## src/rtl/sqrt_issue_ctrl_if.sv

```systemverilog
// Bundles for the sqrt issue controller: the host request/response channel
// and the link to the sqrt unit.
interface sqrt_host_if #(parameter int W = 32);
    logic         req_valid;
    logic         req_ready;
    logic [W-1:0] req_operand;
    logic [2:0]   req_round_mode;
    logic         abort;
    logic         rsp_valid;
    logic         rsp_ready;
    logic [W-1:0] rsp_result;
    logic [4:0]   rsp_exceptions;
    logic         rsp_timeout;
    logic         busy;

    modport master (
        output req_valid, req_operand, req_round_mode, abort, rsp_ready,
        input  req_ready, rsp_valid, rsp_result, rsp_exceptions, rsp_timeout, busy
    );
    modport slave (
        input  req_valid, req_operand, req_round_mode, abort, rsp_ready,
        output req_ready, rsp_valid, rsp_result, rsp_exceptions, rsp_timeout, busy
    );
endinterface

interface sqrt_fpu_if #(parameter int W = 32);
    logic         fpu_in_valid;
    logic         fpu_in_ready;
    logic [W-1:0] fpu_a;
    logic [2:0]   fpu_round_mode;
    logic         fpu_cancel;
    logic         fpu_out_valid;
    logic [W-1:0] fpu_out;
    logic [4:0]   fpu_exceptions;

    modport master (
        output fpu_in_valid, fpu_a, fpu_round_mode, fpu_cancel,
        input  fpu_in_ready, fpu_out_valid, fpu_out, fpu_exceptions
    );
    modport slave (
        input  fpu_in_valid, fpu_a, fpu_round_mode, fpu_cancel,
        output fpu_in_ready, fpu_out_valid, fpu_out, fpu_exceptions
    );
endinterface

```

## src/rtl/sqrt_issue_ctrl.sv

```systemverilog
// Single-outstanding issue controller for the sqrt unit: latches one request,
// issues it, captures the result pulse, and cancels on watchdog or host abort.
//
// state | meaning
// IDLE  | waiting for a host request
// ISSUE | fpu_in_valid high until the unit accepts
// WAIT  | operation in flight, watchdog running
// RESP  | response held until the host takes it
module sqrt_issue_ctrl #(
    parameter int EXP_WIDTH  = 8,
    parameter int MANT_WIDTH = 24,
    parameter int TIMEOUT    = 64
) (
    input logic              clk,
    input logic              rst,
    sqrt_host_if.slave       host,
    sqrt_fpu_if.master       fpu
);
    localparam int W = EXP_WIDTH + MANT_WIDTH;
    localparam logic [7:0]   TC_LOAD = 8'(TIMEOUT - 1);
    localparam logic [W-1:0] QNAN    = {1'b0, {EXP_WIDTH{1'b1}}, 1'b1, {(MANT_WIDTH-2){1'b0}}};

    typedef enum logic [1:0] {IDLE, ISSUE, WAIT, RESP} state_t;

    state_t       state_q, state_d;
    logic [7:0]   timer_q;
    logic [W-1:0] op_q;
    logic [2:0]   rm_q;
    logic [W-1:0] rsp_result_q;
    logic [4:0]   rsp_exc_q;
    logic         rsp_timeout_q;

    logic accept, tmr_load, cap_res, cap_to, cancel;

    always_ff @(posedge clk) begin
        if (rst) begin
            state_q       <= IDLE;
            timer_q       <= '0;
            op_q          <= '0;
            rm_q          <= '0;
            rsp_result_q  <= '0;
            rsp_exc_q     <= '0;
            rsp_timeout_q <= 1'b0;
        end else begin
            state_q <= state_d;
            if (accept) begin
                op_q <= host.req_operand;
                rm_q <= host.req_round_mode;
            end
            // Watchdog counts down from TIMEOUT-1; zero marks the TIMEOUT-th WAIT cycle.
            if (tmr_load)
                timer_q <= TC_LOAD;
            else if (state_q == WAIT && timer_q != 8'd0)
                timer_q <= timer_q - 8'd1;
            if (cap_res) begin
                rsp_result_q  <= fpu.fpu_out;
                rsp_exc_q     <= fpu.fpu_exceptions;
                rsp_timeout_q <= 1'b0;
            end else if (cap_to) begin
                rsp_result_q  <= QNAN;
                rsp_exc_q     <= '0;
                rsp_timeout_q <= 1'b1;
            end
        end
    end

    always_comb begin
        state_d  = state_q;
        accept   = 1'b0;
        tmr_load = 1'b0;
        cap_res  = 1'b0;
        cap_to   = 1'b0;
        cancel   = 1'b0;
        unique case (state_q)
            IDLE: begin
                if (!host.abort && host.req_valid) begin
                    accept  = 1'b1;
                    state_d = ISSUE;
                end
            end
            ISSUE: begin
                if (host.abort) begin
                    cancel  = 1'b1;
                    state_d = IDLE;
                end else if (fpu.fpu_in_ready) begin
                    tmr_load = 1'b1;
                    state_d  = WAIT;
                end
            end
            WAIT: begin
                // A result on the terminal cycle beats the watchdog.
                if (host.abort) begin
                    cancel  = 1'b1;
                    state_d = IDLE;
                end else if (fpu.fpu_out_valid) begin
                    cap_res = 1'b1;
                    state_d = RESP;
                end else if (timer_q == 8'd0) begin
                    cancel  = 1'b1;
                    cap_to  = 1'b1;
                    state_d = RESP;
                end
            end
            RESP: begin
                if (host.abort || host.rsp_ready)
                    state_d = IDLE;
            end
            default: state_d = IDLE;
        endcase
    end

    assign host.req_ready      = (state_q == IDLE) && !host.abort;
    assign host.busy           = (state_q != IDLE);
    assign host.rsp_valid      = (state_q == RESP);
    assign host.rsp_result     = rsp_result_q;
    assign host.rsp_exceptions = rsp_exc_q;
    assign host.rsp_timeout    = rsp_timeout_q;

    assign fpu.fpu_in_valid    = (state_q == ISSUE);
    assign fpu.fpu_a           = op_q;
    assign fpu.fpu_round_mode  = rm_q;
    assign fpu.fpu_cancel      = cancel;
endmodule

```

## src/flat_wrapper.sv

```systemverilog
// flat-port wrapper written by rule: the top's interface ports become plain ports
module sqrt_issue_ctrl_flat 
#(
    parameter int EXP_WIDTH  = 8,
    parameter int MANT_WIDTH = 24,
    parameter int TIMEOUT    = 64
)
  (clk, rst, host_req_valid, host_req_operand, host_req_round_mode, host_abort, host_rsp_ready, host_req_ready, host_rsp_valid, host_rsp_result, host_rsp_exceptions, host_rsp_timeout, host_busy, fpu_fpu_in_valid, fpu_fpu_a, fpu_fpu_round_mode, fpu_fpu_cancel, fpu_fpu_in_ready, fpu_fpu_out_valid, fpu_fpu_out, fpu_fpu_exceptions);
  sqrt_host_if #(.W(32)) host_i ();
  sqrt_fpu_if #(.W(32)) fpu_i ();
  input logic clk;
  input logic rst;
  input wire logic [$bits(host_i.req_valid)-1:0] host_req_valid;
  input wire logic [$bits(host_i.req_operand)-1:0] host_req_operand;
  input wire logic [$bits(host_i.req_round_mode)-1:0] host_req_round_mode;
  input wire logic [$bits(host_i.abort)-1:0] host_abort;
  input wire logic [$bits(host_i.rsp_ready)-1:0] host_rsp_ready;
  output wire logic [$bits(host_i.req_ready)-1:0] host_req_ready;
  output wire logic [$bits(host_i.rsp_valid)-1:0] host_rsp_valid;
  output wire logic [$bits(host_i.rsp_result)-1:0] host_rsp_result;
  output wire logic [$bits(host_i.rsp_exceptions)-1:0] host_rsp_exceptions;
  output wire logic [$bits(host_i.rsp_timeout)-1:0] host_rsp_timeout;
  output wire logic [$bits(host_i.busy)-1:0] host_busy;
  output wire logic [$bits(fpu_i.fpu_in_valid)-1:0] fpu_fpu_in_valid;
  output wire logic [$bits(fpu_i.fpu_a)-1:0] fpu_fpu_a;
  output wire logic [$bits(fpu_i.fpu_round_mode)-1:0] fpu_fpu_round_mode;
  output wire logic [$bits(fpu_i.fpu_cancel)-1:0] fpu_fpu_cancel;
  input wire logic [$bits(fpu_i.fpu_in_ready)-1:0] fpu_fpu_in_ready;
  input wire logic [$bits(fpu_i.fpu_out_valid)-1:0] fpu_fpu_out_valid;
  input wire logic [$bits(fpu_i.fpu_out)-1:0] fpu_fpu_out;
  input wire logic [$bits(fpu_i.fpu_exceptions)-1:0] fpu_fpu_exceptions;
  assign host_i.req_valid = host_req_valid;
  assign host_i.req_operand = host_req_operand;
  assign host_i.req_round_mode = host_req_round_mode;
  assign host_i.abort = host_abort;
  assign host_i.rsp_ready = host_rsp_ready;
  assign host_req_ready = host_i.req_ready;
  assign host_rsp_valid = host_i.rsp_valid;
  assign host_rsp_result = host_i.rsp_result;
  assign host_rsp_exceptions = host_i.rsp_exceptions;
  assign host_rsp_timeout = host_i.rsp_timeout;
  assign host_busy = host_i.busy;
  assign fpu_fpu_in_valid = fpu_i.fpu_in_valid;
  assign fpu_fpu_a = fpu_i.fpu_a;
  assign fpu_fpu_round_mode = fpu_i.fpu_round_mode;
  assign fpu_fpu_cancel = fpu_i.fpu_cancel;
  assign fpu_i.fpu_in_ready = fpu_fpu_in_ready;
  assign fpu_i.fpu_out_valid = fpu_fpu_out_valid;
  assign fpu_i.fpu_out = fpu_fpu_out;
  assign fpu_i.fpu_exceptions = fpu_fpu_exceptions;
  sqrt_issue_ctrl #(.EXP_WIDTH(EXP_WIDTH), .MANT_WIDTH(MANT_WIDTH), .TIMEOUT(TIMEOUT)) u_core (.clk(clk), .rst(rst), .host(host_i), .fpu(fpu_i));
endmodule
```

## config.mk

```make
export PLATFORM = sky130hd
export DESIGN_NAME = sqrt_issue_ctrl_flat
export DESIGN_NICKNAME = d
export VERILOG_FILES = /design/src/rtl/sqrt_issue_ctrl_if.sv /design/src/rtl/sqrt_issue_ctrl.sv /design/src/flat_wrapper.sv
export SDC_FILE = /design/constraint.sdc
export NUM_CORES = 1
export LEC_CHECK = 0
export CORE_MARGIN = 5
export CORE_UTILIZATION = 40
export DETAILED_ROUTE_END_ITERATION = 6
export GPL_TIMING_DRIVEN = 0
export PLACE_DENSITY = 0.82
export SLEW_MARGIN = 5
export SYNTH_ARGS = -nofsm -noshare
export SYNTH_HDL_FRONTEND = slang
export SYNTH_SLANG_ARGS = --single-unit
```

## constraint.sdc

```tcl
create_clock -name clk -period 2.1 [get_ports clk]
set_input_delay 0.42 -clock clk [delete_from_list [all_inputs] [get_ports clk]]
set_output_delay 0.42 -clock clk [all_outputs]
set_load 0.005 [all_outputs]
```

==> results of run 1 <==
[cells by family (layout without fill, tap and decap cells)]
group / after synthesis / after routing / share of synthesized area [%]
compound gates: 98 / 98 / 21.16
xor+xnor: 5 / 5 / 1.419
fa+ha+maj: 6 / 6 / 2.432
buf+inv: 30 / 210 / 4.459
flops: 83 / 83 / 53.83
mux: 2 / 2 / 0.7296
simple gates: 113 / 113 / 15.97
[registers in the layout, indices dropped and copies added, names as in the netlist]
name and flops:
u_core.fpu.fpu_a 32, u_core.fpu.fpu_round_mode 3, u_core.host.rsp_exceptions 5, u_core.host.rsp_result 32
u_core.host.rsp_timeout 1, u_core.state_q 2, u_core.timer_q 8
[through the flow]
| step | power, W | worst slack (ns) | setup TNS [ns] |
|---|---|---|---|
| global route | 0.003722 | -0.1512 | -0.1526 |
| CTS | 0.003547 | -0.07795 | -0.07795 |
| floorplan | 0.001906 | 0.08140 | 0 |
| detailed placement | 0.002222 | -0.6988 | -15.75 |
| finish | 0.003540 | -0.06650 | -0.06650 |
| global placement | 0.002207 | -0.6804 | -14.08 |
[per-layer routing]
| metal | vias up | global-route usage, % | wire length [um] |
|---|---|---|---|
| li1 | 1515 | - | - |
| met1 | 1406 | 23.11 | 3879 |
| met2 | 132 | 33.40 | 4528 |
| met3 | 9 | 8.214 | 1027 |
| met4 | 0 | 5.218 | 91 |
| met5 | - | 0 | 0 |
[power by group through the flow]
| stage | Sequential, W | Clock, W | Combinational (W) |
|---|---|---|---|
| final | 0.00166 | 0.00130 | 0.000583 |
| after global routing | 0.00166 | 0.00142 | 0.000634 |
| after CTS | 0.00166 | 0.00133 | 0.000558 |
| after detailed placement | 0.00169 | 0 | 0.000530 |
| after global placement | 0.00169 | 0 | 0.000518 |
| after floorplan | 0.00169 | 0 | 0.000213 |
[how the worst min path moves through the flow]
stage	from	end	slack, ns	depth (start not counted)
after floorplan	u_core.fpu.fpu_a[0]	u_core.fpu.fpu_a[0]	0.45	2
after global placement	u_core.fpu.fpu_a[23]	u_core.fpu.fpu_a[23]	0.44	2
after detailed placement	u_core.fpu.fpu_a[12]	u_core.fpu.fpu_a[12]	0.45	2
after CTS	u_core.fpu.fpu_round_mode[0]	u_core.fpu.fpu_round_mode[0]	0.46	2
after global routing	u_core.fpu.fpu_a[3]	u_core.fpu.fpu_a[3]	0.48	2
final	u_core.fpu.fpu_a[3]	u_core.fpu.fpu_a[3]	0.45	2
[cell type report]
cell class / instances / area [sq um] / area share (%)
tap: 102 / 127.6 / 2.491
inverter: 9 / 33.78 / 0.6595
sequential: 83 / 1669 / 32.58
buffer: 18 / 92.59 / 1.808
clock buffer: 9 / 123.9 / 2.418
multi-input combinational: 224 / 1334 / 26.04
clock inverter: 7 / 103.9 / 2.027
timing repair buffer: 167 / 1638 / 31.97
[timing repair]
item,4_1_cts,5_1_grt
resized for setup,22,13
setup buffers,6,5
pin swaps,3,6
setup endpoints to repair,31,55
[worst max-delay path, cell delays in order (launching register included)]
cell,delay [ns]
dfxtp_2,0.33
inv_2,0.07
ha_4,0.13
or3b_4,0.40
nor2_4,0.11
nand3_2,0.08
a21boi_2,0.14
buf_2,0.14
[cell usage after synthesis, types with 2 or more instances]
master	count
a31oi_1	2
o211ai_1	2
nor3b_1	2
xnor2_1	2
ha_1	6
xor2_1	3
nor2_1	12
mux2_2	2
nor2b_1	4
inv_1	9
buf_6	3
nor3_1	12
a21oi_1	52
nand2_1	72
dfxtp_1	83
a211oi_1	2
o21ai_0	4
buf_2	2
a22o_1	28
nand3_1	2
clkbuf_1	16
==> summary.md, run 1 <==
| Metric | Value |
|---|---|
| Residual DRC count | 0 |
| Unrepaired setup endpoints after global routing | yes |
| Worst Setup Start Kind | flop |
| Filler instances | 618 |
| Most common cell after layout, fill and taps aside | clkdlybuf4s50_1 |
| Total grt overflow | 0 |
| CTS buffer count | 9 |
| Logic pwr share | 16.5% |
| Power Internal | 0.002653 W |
| Clock sinks | 83 |
| Final core occ | 67.34% |
| CTS Root Cell | clkbuf_8 |
| Crit-path max FO | 2 |
| Setup crit end kind | output pin |
| Post-Syn Area | 0.003087 sq mm |
| Register area share after synthesis | 53.83% |
| CORE AREA | 0.007607 sq mm |
| Status | finished, violations left |
| R2R Path Start | u_core.timer_q[1] |
| Vias per cell | 4.947 |
| Area Growth Syn to Fin | 65.95% |
| Syn nets | 422 |
| Initial DRC count | 83 |
| Buffers on Ports | 156 |
| Average size of a mapped cell | 9.159 sq um |
| Synth cell types | 38 |
| CP required | 1.68 ns |
| Worst slew margin | 67.28% |
| Number of global-route vias before repair | 3153 |
| Placed cells | 595 |
| Antenna Violating Nets Remaining | 0 |
| Commonest cells after routing, fill and taps aside | clkdlybuf4s50_1 (154), dfxtp_1 (77), nand2_1 (72) |
| Clock share of power | 36.7% |
| Worst setup endpoint | fpu_fpu_cancel |
| Die height | 97.85 um |
| CTS Buffer Depth | 2 |
| Main flop type after synthesis | dfxtp_1 |
| Post-synth EDFFs | 0 |
| Clk slew on worst S/H paths | 0.09 ns |
| Power Dens Cells | 691.0 mW/mm^2 |
| Worst skew pair latency | 0.35 ns |
| Hold slack | 0.4548 ns |
| CTS H-Tree Depth | 3 |
| Placed instance area | 0.004776 sq mm |
| GPL Wtd Cong | 0.8008 |
| HPWL Detailed | 7.107 mm |
| Failing checks | setup timing |
| # setup viols final | 1 |
| Period minus WS final | 2.166 ns |
| Global-route wire length before repair | 15.53 mm |
| F_max | 461.6 MHz |
| Ys async rst share | 0% |
| Least-Margin Pin Slew | 0.4907 ns |
| CP startpoint | u_core.timer_q[1] |
| Final WL | 9.527 mm |
| Die area | 0.009574 sq mm |
| Design Area, Final | 0.005122 sq mm |
| CTS Hold Bufs | 0 |
| Filler-free cell count of the finished design | 619 |
| Chip width | 97.85 um |
| Slew Viols, Final | 0 |
| Row count | 32 |
| Period utilisation layout | 103.2% |
| Antenna violations before repair | 0 |
| Synth Warn # | 0 |
| Starting density of the core | 40.58% |
| IO Count | 157 |
| Sw Ratio | 25.04% |
| GRT Overall Usage | 19.75% |
| Share of the synthesized area in the top cell type | 53.83% |
| Leak pwr | 1.889 nW |
| Share of layout cells above drive strength 1 | 11.99% |
| Sw power | 0.0008865 W |
| Detailed-route via count | 3062 |
| Setup CP Type | reg -> out |
| Final hold violations | 0 |
| Cells on worst reg2reg path | 7 |
| Max-cap viol count | 0 |
| Final worst clock skew | 0.007791 ns |
| TritonRoute pass-1 iters | 4 |
| Synth area leaders | dfxtp_1 (54%), nand2_1 (8.8%), a21oi_1 (8.4%) |
| VDD IR max | 0.4354 mV |
| CTS tree | yes |
| Worst r2r dst | u_core.timer_q[1] |
| Fin nets | 597 |
| Pin count of the biggest net entering global routing | 17 |
| Critical path arrival | 1.75 ns |
| #FFs+latches synth | 83 |
| Antenna Cells | 0 |
| FF-to-FF setup slack | 0.08 ns |
| Avg WL per Cell | 15.39 um |
| Post-synth top area cell | dfxtp_1 |
| HP Class | reg -> reg |
| Setup ws final | -0.06650 ns |
| Sequential share of power | 46.8% |
| Synth Instances | 337 |
Note: power is estimated with default switching activity, not from simulation.
==> run 2: changes to the inputs <==
--- a/config.mk
+++ b/config.mk
@@ -5,12 +5,14 @@
 export SDC_FILE = /design/constraint.sdc
 export NUM_CORES = 1
 export LEC_CHECK = 0
+export CELL_PAD_IN_SITES_DETAIL_PLACEMENT = 1
+export CELL_PAD_IN_SITES_GLOBAL_PLACEMENT = 1
 export CORE_MARGIN = 5
-export CORE_UTILIZATION = 40
+export CORE_UTILIZATION = 28
 export DETAILED_ROUTE_END_ITERATION = 6
 export GPL_TIMING_DRIVEN = 0
-export PLACE_DENSITY = 0.82
-export SLEW_MARGIN = 5
+export PLACE_DENSITY = 0.81
+export SLEW_MARGIN = 15
 export SYNTH_ARGS = -nofsm -noshare
 export SYNTH_HDL_FRONTEND = slang
 export SYNTH_SLANG_ARGS = --single-unit
==> summary.md, run 2 (synthesis gave the netlist of run 1 again) <==
| Metric | Value |
|---|---|
| CTS Root Cell | clkbuf_8 |
| Most common cell after layout, fill and taps aside | clkdlybuf4s50_1 |
| Area Growth Syn to Fin | 70.73% |
| Antenna Cells | 0 (unchanged) |
| Number of global-route vias before repair | 3306 (+4.9%) |
| Final worst clock skew | 0.01443 ns (+0.006639 ns) |
| TritonRoute pass-1 iters | 4 (unchanged) |
| CP required | 1.68 ns (about the same) |
| CP max stage cell | or4_4 |
| Period utilisation layout | 103.6% (+0.48 points) |
| CP Buf/Inv Count | 1 (-1) |
| Grt met3 use | 7.684% (-0.53 points) |
| GR Layer Usage met2 | 25.77% (-7.6 points) |
| Worst slew margin | 63.06% (-4.2 points) |
| Power Dens Cells | 704.7 mW/mm^2 (+2.0%) |
| VDD IR max | 0.3538 mV (-19%) |
| Hold path depth | 2 (unchanged) |
| Chip width | 115.0 um (+18%) |
| Avg WL per Cell | 16.35 um (+6.2%) |
| HPWL Detailed | 8.006 mm (+13%) |
| Crit-path max FO | 4 (+2) |
| Kind of cell with the highest combined delay on the critical path | simple AND/OR/NAND/NOR gates |
| Setup crit end kind | output pin |
| Status | finished, violations left |
| Met1 Use GR | 18.89% (-4.2 points) |
| Critical path depth | 5 (-2) |
| Residual DRC count | 0 (unchanged) |
| Critical path arrival | 1.76 ns (about the same) |
| Filler-free cell count of the finished design | 662 (+6.9%) |
| CTS Buffer Depth | 2 (unchanged) |
| F_max | 459.5 MHz (-0.46%) |
| Final WL | 10.83 mm (+14%) |
| Least-Margin Pin Slew | 0.5541 ns (+0.06334 ns) |
| Row count | 38 (+19%) |
| Antenna Violating Nets Remaining | 0 (unchanged) |
| Global-route wire length before repair | 16.84 mm (+8.4%) |
| IO Count | 157 (unchanged) |
| Placed cells | 633 (+6.4%) |
| Commonest cells after routing, fill and taps aside | clkdlybuf4s50_1 (154), dfxtp_1 (77), nand2_1 (72) |
| CP max stage delay | 0.55 ns (+0.15 ns) |
| Share of layout cells above drive strength 1 | 13.60% (+1.6 points) |
| Pin count of the biggest net entering global routing | 17 (unchanged) |
| Unrepaired setup endpoints after global routing | yes |
| Hold slack | 0.4580 ns (+0.003159 ns) |
| Pwr Total | 0.003714 W (+4.9%) |
| Filler instances | 1268 (+110%) |
| HP Class | reg -> reg |
| CORE AREA | 0.01084 sq mm (+42%) |
| Total grt overflow | 0 (unchanged) |
| CTS tree | yes |
| GPL Wtd Cong | 0.7717 (-3.6%) |
| Slew Viols, Final | 0 (unchanged) |
| Antenna violations before repair | 0 (unchanged) |
| Period minus WS final | 2.177 ns (+0.01001 ns) |
| Worst slack, placed | -0.6896 ns (+0.009268 ns) |
| Buffers on Ports | 156 (unchanged) |
| Clock sinks | 83 (unchanged) |
| CTS H-Tree Depth | 3 (unchanged) |
| # setup viols final | 1 (unchanged) |
| Failing checks | setup timing |
| Die area | 0.01322 sq mm (+38%) |
| Setup CP Type | reg -> out |
| Leak pwr | 1.938 nW (+2.6%) |
| Vias per cell | 4.681 (-5.4%) |
| Cells on worst reg2reg path | 6 (-1) |
| CTS buffer count | 9 (unchanged) |
| Die height | 115.0 um (+18%) |
| Clk slew on worst S/H paths | 0.09 ns (about the same) |
| Starting density of the core | 28.47% (-12 points) |
| Fin nets | 602 (+0.84%) |
| Initial DRC count | 174 (+110%) |
| Setup ws final | -0.07651 ns (-0.01001 ns) |
| Worst Setup Start Kind | flop |
| GRT Overall Usage | 15.67% (-4.1 points) |
| Worst skew pair latency | 0.34 ns (about the same) |
| Detailed-route via count | 3099 (+1.2%) |
| Max-cap viol count | 0 (unchanged) |
| Layer with the highest usage | met2 |
| Sequence of cells on the critical path | or4_4, nor2_4, nand3_2, a21boi_2, buf_2 |
| Final hold violations | 0 (unchanged) |
==> run 2: area by class of cell <==
class | count | area, sq um | share of cell area [%]
plain buffers | 18 | 93.84 | 1.781
clock buffers | 9 | 123.9 | 2.350
multi-input cells | 225 | 1370 | 26.00
repair buffers | 171 | 1672 | 31.72
well taps | 140 | 175.2 | 3.324
flip-flops and latches | 83 | 1674 | 31.77
inverters | 9 | 33.78 | 0.6410
clock inverters | 7 | 127.6 | 2.422
==> run 2: worst register-to-register path: stages (launching register included) <==
cell and delay (ns):
dfxtp_4 0.36, or4_4 0.55, buf_6 0.14, buf_4 0.15
o21ai_1 0.25, mux2_2 0.37, a21oi_1 0.13
==> run 2: report_power, final <==
group | total, W | internal, W | switching (W)
registers | 0.00166 | 0.00163 | 0.0000323
clock network | 0.00143 | 0.000812 | 0.000620
logic | 0.000624 | 0.000358 | 0.000266
==> run 2: routing by layer <==
| metal | routed length, um | vias to the layer above |
|---|---|---|
| met2 | 5088 | 115 |
| met1 | 4543 | 1448 |
| li1 | - | 1534 |
| met3 | 1165 | 2 |
| met4 | 27 | 0 |
| met5 | 0 | - |
==> run 2: through the flow <==
step | util (%) | area, sq um | TNS (ns)
global placement | 44.49 | 4823 | -18.34
floorplan | - | 3087 | 0
global route | 48.62 | 5270 | -0.1931
detailed placement | 44.49 | 4823 | -23.10
finish | 48.62 | 5270 | -0.07651
CTS | 47.58 | 5157 | -0.1926
==> run 2: what timing repair did <==
action | in CTS | in global routing
hold buffers | 0 | 0
setup buffers | 8 | 7
resized for setup | 27 | 17
cloned | 0 | 1
endpoints found under the hold margin | 0 | 0
endpoints found under the setup margin | 65 | 57
pin swaps | 5 | 7
==> run 2: final timing paths <==
check | from | endpoint | slack [ns]
setup / recovery | u_core.timer_q[2] | fpu_fpu_cancel | -0.08
hold / removal | u_core.fpu.fpu_a[27] | u_core.fpu.fpu_a[27] | 0.46
setup reg to reg | u_core.timer_q[2] | u_core.timer_q[1] | 0.09
hold reg to reg | u_core.fpu.fpu_a[27] | u_core.fpu.fpu_a[27] | 0.46
